$ cat config.mk
export PLATFORM = sky130hd
export DESIGN_NAME = if_fetch_unit
export DESIGN_NICKNAME = d
export VERILOG_FILES = /design/src/rtl/if_fetch_unit.sv
export SDC_FILE = /design/constraint.sdc
export NUM_CORES = 1
export LEC_CHECK = 0
export BUFFER_PORTS_ARGS = -buffer_cell sky130_fd_sc_hd__buf_2
export CAP_MARGIN = 5
export CORE_ASPECT_RATIO = 0.5
export CORE_UTILIZATION = 58
export CTS_BUF_LIST = sky130_fd_sc_hd__clkbuf_16
export DETAILED_ROUTE_END_ITERATION = 6
export GPL_ROUTABILITY_DRIVEN = 0
export GPL_TIMING_DRIVEN = 0
export PLACE_DENSITY_LB_ADDON = 0.15
export SKIP_CTS_REPAIR_TIMING = 1
export SLEW_MARGIN = 25
export SYNTH_ARGS = -nofsm -noshare
export SYNTH_HDL_FRONTEND = slang
export SYNTH_SLANG_ARGS = --single-unit
$ cat constraint.sdc
create_clock -name CLK -period 11.92 [get_ports CLK]
set_input_delay 1.788 -clock CLK [delete_from_list [all_inputs] [get_ports CLK]]
set_output_delay 1.788 -clock CLK [all_outputs]
set_load 0.005 [all_outputs]
$ cat src/rtl/if_fetch_unit.sv
// Instruction fetch: owns the PC, issues word fetches, buffers {pc,instr} in a 2-entry queue for ID.
// Latency: fetched word visible on IF_* the cycle after IMEM_VALID; next request the cycle after VALID.
// Backpressure: STALL holds the queue head; no request issues unless queued + outstanding leaves a free slot.
// Ports: CLK/RESET (async active-low); IMEM_REQ/ADDR/READY/VALID/RDATA memory side;
//        BRANCH_TAKEN/BRANCH_TARGET redirect from EX; STALL from ID;
//        PC (next fetch address), IF_PC/IF_INSTR/IF_VALID queue head toward ID.
module if_fetch_unit #(
  parameter logic [31:0] RESET_PC  = 32'h0000_0000,
  parameter logic [31:0] NOP_INSTR = 32'h0000_0013
) (
  input  logic        CLK,
  input  logic        RESET,
  output logic        IMEM_REQ,
  output logic [31:0] IMEM_ADDR,
  input  logic        IMEM_READY,
  input  logic        IMEM_VALID,
  input  logic [31:0] IMEM_RDATA,
  input  logic        BRANCH_TAKEN,
  input  logic [31:0] BRANCH_TARGET,
  input  logic        STALL,
  output logic [31:0] PC,
  output logic [31:0] IF_PC,
  output logic [31:0] IF_INSTR,
  output logic        IF_VALID
);

  typedef enum logic [1:0] {
    IDLE = 2'd0,
    WAIT = 2'd1,
    DROP = 2'd2
  } state_t;

  state_t      state, state_nxt;
  logic [31:0] pc_q;
  logic [31:0] fetch_addr_q;   // address of the request currently in flight
  logic [31:0] q_pc    [2];
  logic [31:0] q_instr [2];
  logic        wr_ptr, rd_ptr;
  logic [1:0]  count;
  logic [31:0] hold_pc;        // last head PC, shown on IF_PC while the queue is empty
  logic        req, accept, push, pop, q_empty;

  // Redirect targets are always word aligned; the two low bits are dropped on purpose.
  logic        tgt_low_unused;
  assign tgt_low_unused = ^BRANCH_TARGET[1:0];

  assign q_empty   = (count == 2'd0);
  assign IF_VALID  = !q_empty && !BRANCH_TAKEN;
  assign IF_PC     = q_empty ? hold_pc : q_pc[rd_ptr];
  assign IF_INSTR  = IF_VALID ? q_instr[rd_ptr] : NOP_INSTR;
  assign pop       = IF_VALID && !STALL;
  assign PC        = pc_q;
  assign IMEM_ADDR = pc_q;
  assign IMEM_REQ  = req;
  assign accept    = req && IMEM_READY;

  // Next state, request and push decisions. Only IDLE can have nothing in flight,
  // so "count < 2" there is the full entries+outstanding reservation rule.
  always_comb begin
    state_nxt = state;
    req       = 1'b0;
    push      = 1'b0;
    case (state)
      IDLE: begin
        // RESET gating keeps the request low while reset is held.
        req = RESET && !BRANCH_TAKEN && (count < 2'd2);
        if (req && IMEM_READY) state_nxt = WAIT;
      end
      WAIT: begin
        if (IMEM_VALID) begin
          push      = !BRANCH_TAKEN;
          state_nxt = IDLE;
        end else if (BRANCH_TAKEN) begin
          state_nxt = DROP;
        end
      end
      DROP: begin
        if (IMEM_VALID) state_nxt = IDLE;
      end
      default: state_nxt = IDLE;
    endcase
  end

  always_ff @(posedge CLK or negedge RESET) begin
    if (!RESET) state <= IDLE;
    else        state <= state_nxt;
  end

  always_ff @(posedge CLK or negedge RESET) begin
    if (!RESET) begin
      pc_q         <= RESET_PC;
      fetch_addr_q <= 32'h0;
    end else begin
      if (accept) fetch_addr_q <= pc_q;
      if (BRANCH_TAKEN)  pc_q <= {BRANCH_TARGET[31:2], 2'b00};
      else if (accept)   pc_q <= pc_q + 32'd4;
    end
  end

  // Queue control. A redirect flushes everything and suppresses push/pop that cycle.
  always_ff @(posedge CLK or negedge RESET) begin
    if (!RESET) begin
      wr_ptr  <= 1'b0;
      rd_ptr  <= 1'b0;
      count   <= 2'd0;
      hold_pc <= 32'h0;
    end else begin
      if (!q_empty) hold_pc <= q_pc[rd_ptr];
      if (BRANCH_TAKEN) begin
        wr_ptr <= 1'b0;
        rd_ptr <= 1'b0;
        count  <= 2'd0;
      end else begin
        if (push) wr_ptr <= ~wr_ptr;
        if (pop)  rd_ptr <= ~rd_ptr;
        case ({push, pop})
          2'b10:   count <= count + 2'd1;
          2'b01:   count <= count - 2'd1;
          default: count <= count;
        endcase
      end
    end
  end

  // Storage needs no reset: entries are only read once count says they were written.
  always_ff @(posedge CLK) begin
    if (push && !BRANCH_TAKEN) begin
      q_pc[wr_ptr]    <= fetch_addr_q;
      q_instr[wr_ptr] <= IMEM_RDATA;
    end
  end

endmodule

## Yosys cells after proc, flatten, opt, wreduce, memory -nomap -nowiden

Memory sizes are Yosys's and may differ from the RTL's.
Index checks and enable logic that the tools add are counted.

- Input bits: 70
- RAM bits: 128
- Memories: 2
- Output and inout bits: 130
- Word-level logic and storage cells: 59
- Bits in registers: 102

Memory list:

| memory | depth | bits a word | read ports | clocked after memory_dff | wr ports | line | text |
|---|---|---|---|---|---|---|---|
| q_instr | 2 | 32 | 1 | 0 | 1 | 37 | `logic [31:0] q_instr [2];` |
| q_pc | 2 | 32 | 1 | 0 | 1 | 36 | `logic [31:0] q_pc [2];` |

- Reduce and logical (&&, ||, !) cells: 17
- $lt $le $gt $ge: 1
- Bitwise logic cells: 2
- Muxes and demuxes: 20
- $add $sub $neg: 3
- Equality and inequality tests: 7

Operators with widths:

| kind | count |
|---|---|
| $mux W32 | 4 |
| $add A32 B3 Y32 const B | 1 |
| $mux W2 | 5 |
| $mux W1 | 9 |
| $logic_and A1 B1 Y1 | 7 |
| $pmux W2 S3 | 1 |
| $reduce_bool A2 Y1 | 3 |
| $eq A2 B1 Y1 const B | 2 |
| $eq A2 B2 Y1 const B | 2 |
| $logic_not A2 Y1 | 2 |
| $ne A2 B2 Y1 const B | 2 |
| $pmux W2 S2 | 1 |
| $logic_not A1 Y1 | 3 |
| $ne A3 B3 Y1 const B | 1 |
| $reduce_and A3 Y1 | 1 |
| $reduce_bool A3 Y1 | 1 |
| $add A2 B1 Y2 const B | 1 |
| $lt A2 B2 Y1 const B | 1 |
| $not A1 Y1 | 2 |
| $sub A2 B1 Y2 const B | 1 |

## Logic depth before layout (Yosys ltp)

- Word-level depth: 7
- Depth in mapped cells: 7
- Mapped depth without buffers: 6

## Worst setup path before layout

No wires, ideal clock.

- Path type: input-to-reg
- Start: input BRANCH_TAKEN
- End: memory q_instr[1][0], enable pin
- Required time: 11.349 ns
- Setup time: 0.571 ns
- Arrival time: 6.924 ns
- Cell stages on the path: 4
- Path buffers: 3
- Setup slack: 4.425 ns
- Path through: buf_2 -> buf_1 -> clkbuf_1 -> nor3b_1

- Longest elaborated chain between the ends: 6

RTL lines:

| what | line | text |
|---|---|---|
| start: declaration | 18 | `input logic BRANCH_TAKEN,` |
| $logic_not A1 Y1 (*) | 71, 127 |  |
| $mux W1 | 70 | `if (IMEM_VALID) begin` |
| $mux W1 | 63 | `case (state)` |
| $logic_and A1 B1 Y1 (*) | 127 | `if (push && !BRANCH_TAKEN) begin` |
| $mux W1 (*) | 127 |  |
| $mux W1 (not written as such) (*) | 129 | `q_instr[wr_ptr] <= IMEM_RDATA;` |
| end: declaration | 37 |  |

Every way passes the cells marked *; elsewhere a longest branch is shown, timed or not.

## Worst setup path in the final report

- Start: input BRANCH_TAKEN
- End: output IF_INSTR[4]

- Longest elaborated chain between the ends: 3

RTL lines:

| what | line | text |
|---|---|---|
| $logic_not A1 Y1 | 48 | `assign IF_VALID = !q_empty && !BRANCH_TAKEN;` |
| $logic_and A1 B1 Y1 | 48 |  |
| $mux W32 | 50 | `assign IF_INSTR = IF_VALID ? q_instr[rd_ptr] : NOP_INSTR;` |
| end: declaration | 23 | `output logic [31:0] IF_INSTR,` |

No other way between the ends.

==> key figures <==
Floorplanning
  – Die height: 90.87 um
  – Core Rows: 32
  – I/O Pins: 200
  – Chip width: 179.7 um
  – Initial Utilization: ~59%
  – Die area: 16,330 um2
  – Core ar.: roughly 15,000 um2

Logic synthesis
  – Top FF cell, synth: edfxtp_1
  – Post-synth EDFFs: approximately 120
  – Sequential area share after synthesis: about two thirds
  – Post-Synthesis Cells: 739
  – Avg Cell Area, Syn: about 12 um2
  – Area contributors post-synth: edfxtp_1 (41%), dfrtp_1 (27%), mux2i_1 (6.8%)
  – Synth area leader: edfxtp_1
  – Synth top area share: 40.65%
  – Synthesized area: between 9000 and 10,000 um2
  – Synth Register Bits: ~220
  – Synth unique cells: between 50 and 60
  – Syn. warnings: 0
  – Fraction of registers with async set/reset: roughly 44%

Power and ir drop
  – Pwr dens: around 160 nW/um2
  – Peak supply drop: around 0.00011 V
  – Gate power share: about 11%
  – Psw: 0.0004405 W
  – LEAKAGE: 4.834 nW
  – Internal: approximately 0.0013 W
  – Clock power frac: a little over a third
  – Sw Ratio: between 20% and 30%
  – Flop pwr share: between 50% and 60%

Clocking
  – H-tree Lvls: 1
  – Latest clock arrival within the worst-skew pair: roughly 0.5 ns
  – CTS root buffer: clkbuf_16
  – Clock transition at path regs: 0.07 ns
  – CTS Buf Count: 20
  – TritonCTS Sinks: roughly 220
  – CTS tree: built
  – Clock buffer depth: 3

Layout
  – Area delta synth->final: 22.18%
  – Antenna Diode Count: 0
  – Layout cells sized above 1: between 20 and 30%
  – Area occupied by multi-input gates: between 2000 and 3000 um2
  – Fill cells: about 1,100
  – Seq. cell area: approximately 6200 um2
  – Layout net count: 1,043

STA
  – Fin Clk Skew: ~0.010 ns
  – Max-slew headroom: 44.39%
  – Hold_ws: between 0.4 and 0.5 ns
  – TNS Setup: 0 ns
  – Post-layout min period: ~5.4 ns
  – Final Hold Vio Count: 0
  – Least-Margin Pin Slew: just over 0.8 ns
  – Setup WS post-layout: about 6.5 ns
  – Fmax: 185.2 MHz
  – # setup viols final: 0
  – RSZ-0062 raised after global routing: false
  – Slew Viols, Final: 0
  – Final cycle utilization of the critical path: between 40% and 50%

Setup path
  – Crit start category: primary input
  – R2r startpoint: state[0]
  – Reg2Reg Depth: 6
  – Reg2Reg Capture Point: q_instr[1][15]
  – Most used cell, CP: buf_2
  – CP arrival: roughly 3.6 ns
  – Crit end category: primary output
  – Worst Setup SP: BRANCH_TAKEN
  – Crit-path cells: buf_2 -> buf_2 -> clkinv_1 -> nand2_1 -> clkbuf_1 -> inv_1 -> nand2_1 -> buf_2
  – Critical Path Slowest Stage Cell: clkinv_1
  – Worst reg-to-reg setup slack: roughly 9.4 ns
  – Req. time, crit path: 10.13 ns
  – CP Class: in2out
  – CP peak stage delay: around 0.39 ns
  – Max FO, Critical Path: 10

Detailed routing
  – Drt pass-1 iters: 7
  – Final wirelength: roughly 21 mm
  – Mean routed wirelength per cell: ~18 um
  – Antenna Nets Post-Route: 0
  – Routed vias: 6,538
  – DR DRC count: 13
  – Initial DRC Count: roughly 490
  – Vias per cell: ~5.5

GRT
  – Vias in the first global route: 6,200
  – Global-route wire length before repair: approximately 33 mm
  – Total track usage: between 20% and 30%
  – Gr ovfl total: 0
  – Largest net degree at the start of global routing: 75
  – Initial antenna violation count: 0

Status
  – Failing checks: DRC
  – Status: finished, violations left

Worst hold path
  – Worst hold path class: reg2reg
  – Hold EP: hold_pc[0]
  – Worst hold start: hold_pc[0]
  – WHS Path Cells: 1

Placement
  – Post-DP HPWL: between 10 and 15 mm
  – Pre-CTS WS: approximately 6.5 ns
  – PortBufs: 193

Job
  – Max-Cap Viols: 0
registers in the layout (all words and copies together), names as in the netlist:
register,flops
q_instr,64
q_pc,60
hold_pc,32
IMEM_ADDR,30
fetch_addr_q,30
count,2
state,2
rd_ptr,1
wr_ptr,1
cell families (layout without fill, tap and decap cells):
kind of cell / Yosys count / after routing / share of synthesized area, %
fa+ha+maj: 1 / 1 / 0.1366
simple gates: 272 / 272 / 13.51
mux: 63 / 63 / 6.898
other cells: 1 / 4 / 0.04094
xor+xnor: 4 / 4 / 0.3825
flops: 222 / 222 / 67.42
buf+inv: 74 / 318 / 4.658
compound gates: 102 / 102 / 6.953
cell usage after synthesis, types with 2 or more instances:
cell / count
o21ai_0: 52
buf_2: 5
nor2_1: 48
buf_6: 2
clkbuf_1: 17
nand4_1: 11
edfxtp_1: 124
dfrtp_1: 98
o311ai_1: 6
mux2i_1: 62
buf_1: 8
a21o_1: 5
a31oi_1: 2
xnor2_1: 2
nand3_1: 15
nor4_4: 2
a21oi_1: 7
and2_1: 6
and3_1: 2
o31ai_1: 3
o21ai_1: 2
buf_4: 34
nand3_2: 2
o311ai_0: 6
nand3b_1: 2
nor3_1: 4
inv_1: 7
a22oi_1: 3
nand2_1: 159
nor2b_1: 4
nor4_1: 4
nand2b_1: 2
xor2_1: 2
nor3b_1: 2
o211ai_1: 9
per-stage QoR:
step	total power [W]	cells	util [%]	area (um2)
2_1_floorplan	0.001047	742	-	9171
3_3_place_gp	0.001153	1139	67.42	10390
3_5_place_dp	0.001167	1154	68.48	10560
4_1_cts	0.001795	1190	72.61	11190
5_1_grt	0.001856	1190	72.61	11190
6_report	0.001786	1190	72.61	11190
critical path, delay by kind of cell:
family | cells | cell delay (ns)
simple gates | 2 | 0.40
buf+inv | 6 | 1.42
how the worst max path moves through the flow:
stage                           to  slack, ns  depth (start not counted)
finish                 IF_INSTR[4]       6.52                          8
global route           IF_INSTR[4]       6.40                          8
CTS                    IF_INSTR[4]       6.53                          8
detailed placement     IF_INSTR[4]       6.54                          8
global placement    q_instr[1][28]       1.59                          5
floorplan            q_instr[1][0]       4.42                          4
routing by layer:
metal	vias to the layer above	share of wire, %	GRT usage [%]
met5	-	0	0
met4	0	1.4	5.460
met3	29	7.7	4.960
met2	280	46	42.19
met1	3159	45	38.46
li1	3070	-	-
power groups by stage:
stage          Sequential (W)  Combinational, W  Clock (W)
2_1_floorplan        0.000942          0.000105          0
3_3_place_gp         0.000959          0.000194          0
3_5_place_dp         0.000964          0.000204          0
4_1_cts              0.000950          0.000205   0.000640
5_1_grt              0.000958          0.000227   0.000670
6_report             0.000951          0.000204   0.000631
area by class of cell:
type                    instances  share of cell area (%)
well taps                     204                   2.281
multi-input cells             446                   23.04
repair buffers                208                   10.01
clock buffers                  21                   4.695
plain buffers                  66                   3.544
flip-flops and latches        222                   55.18
clock inverters                15                  0.9838
inverters                       8                  0.2683
layout by cell type (no fill, tap or decap), types with 15 or more instances in the layout:
master     instances
buf_2            197
nand2_1          159
edfxtp_1         124
dfrtp_1           98
mux2i_1           62
o21ai_0           52
nor2_1            48
buf_4             44
clkbuf_16         21
clkbuf_1          17
nand3_1           15
(Power assumes the default switching activity.)
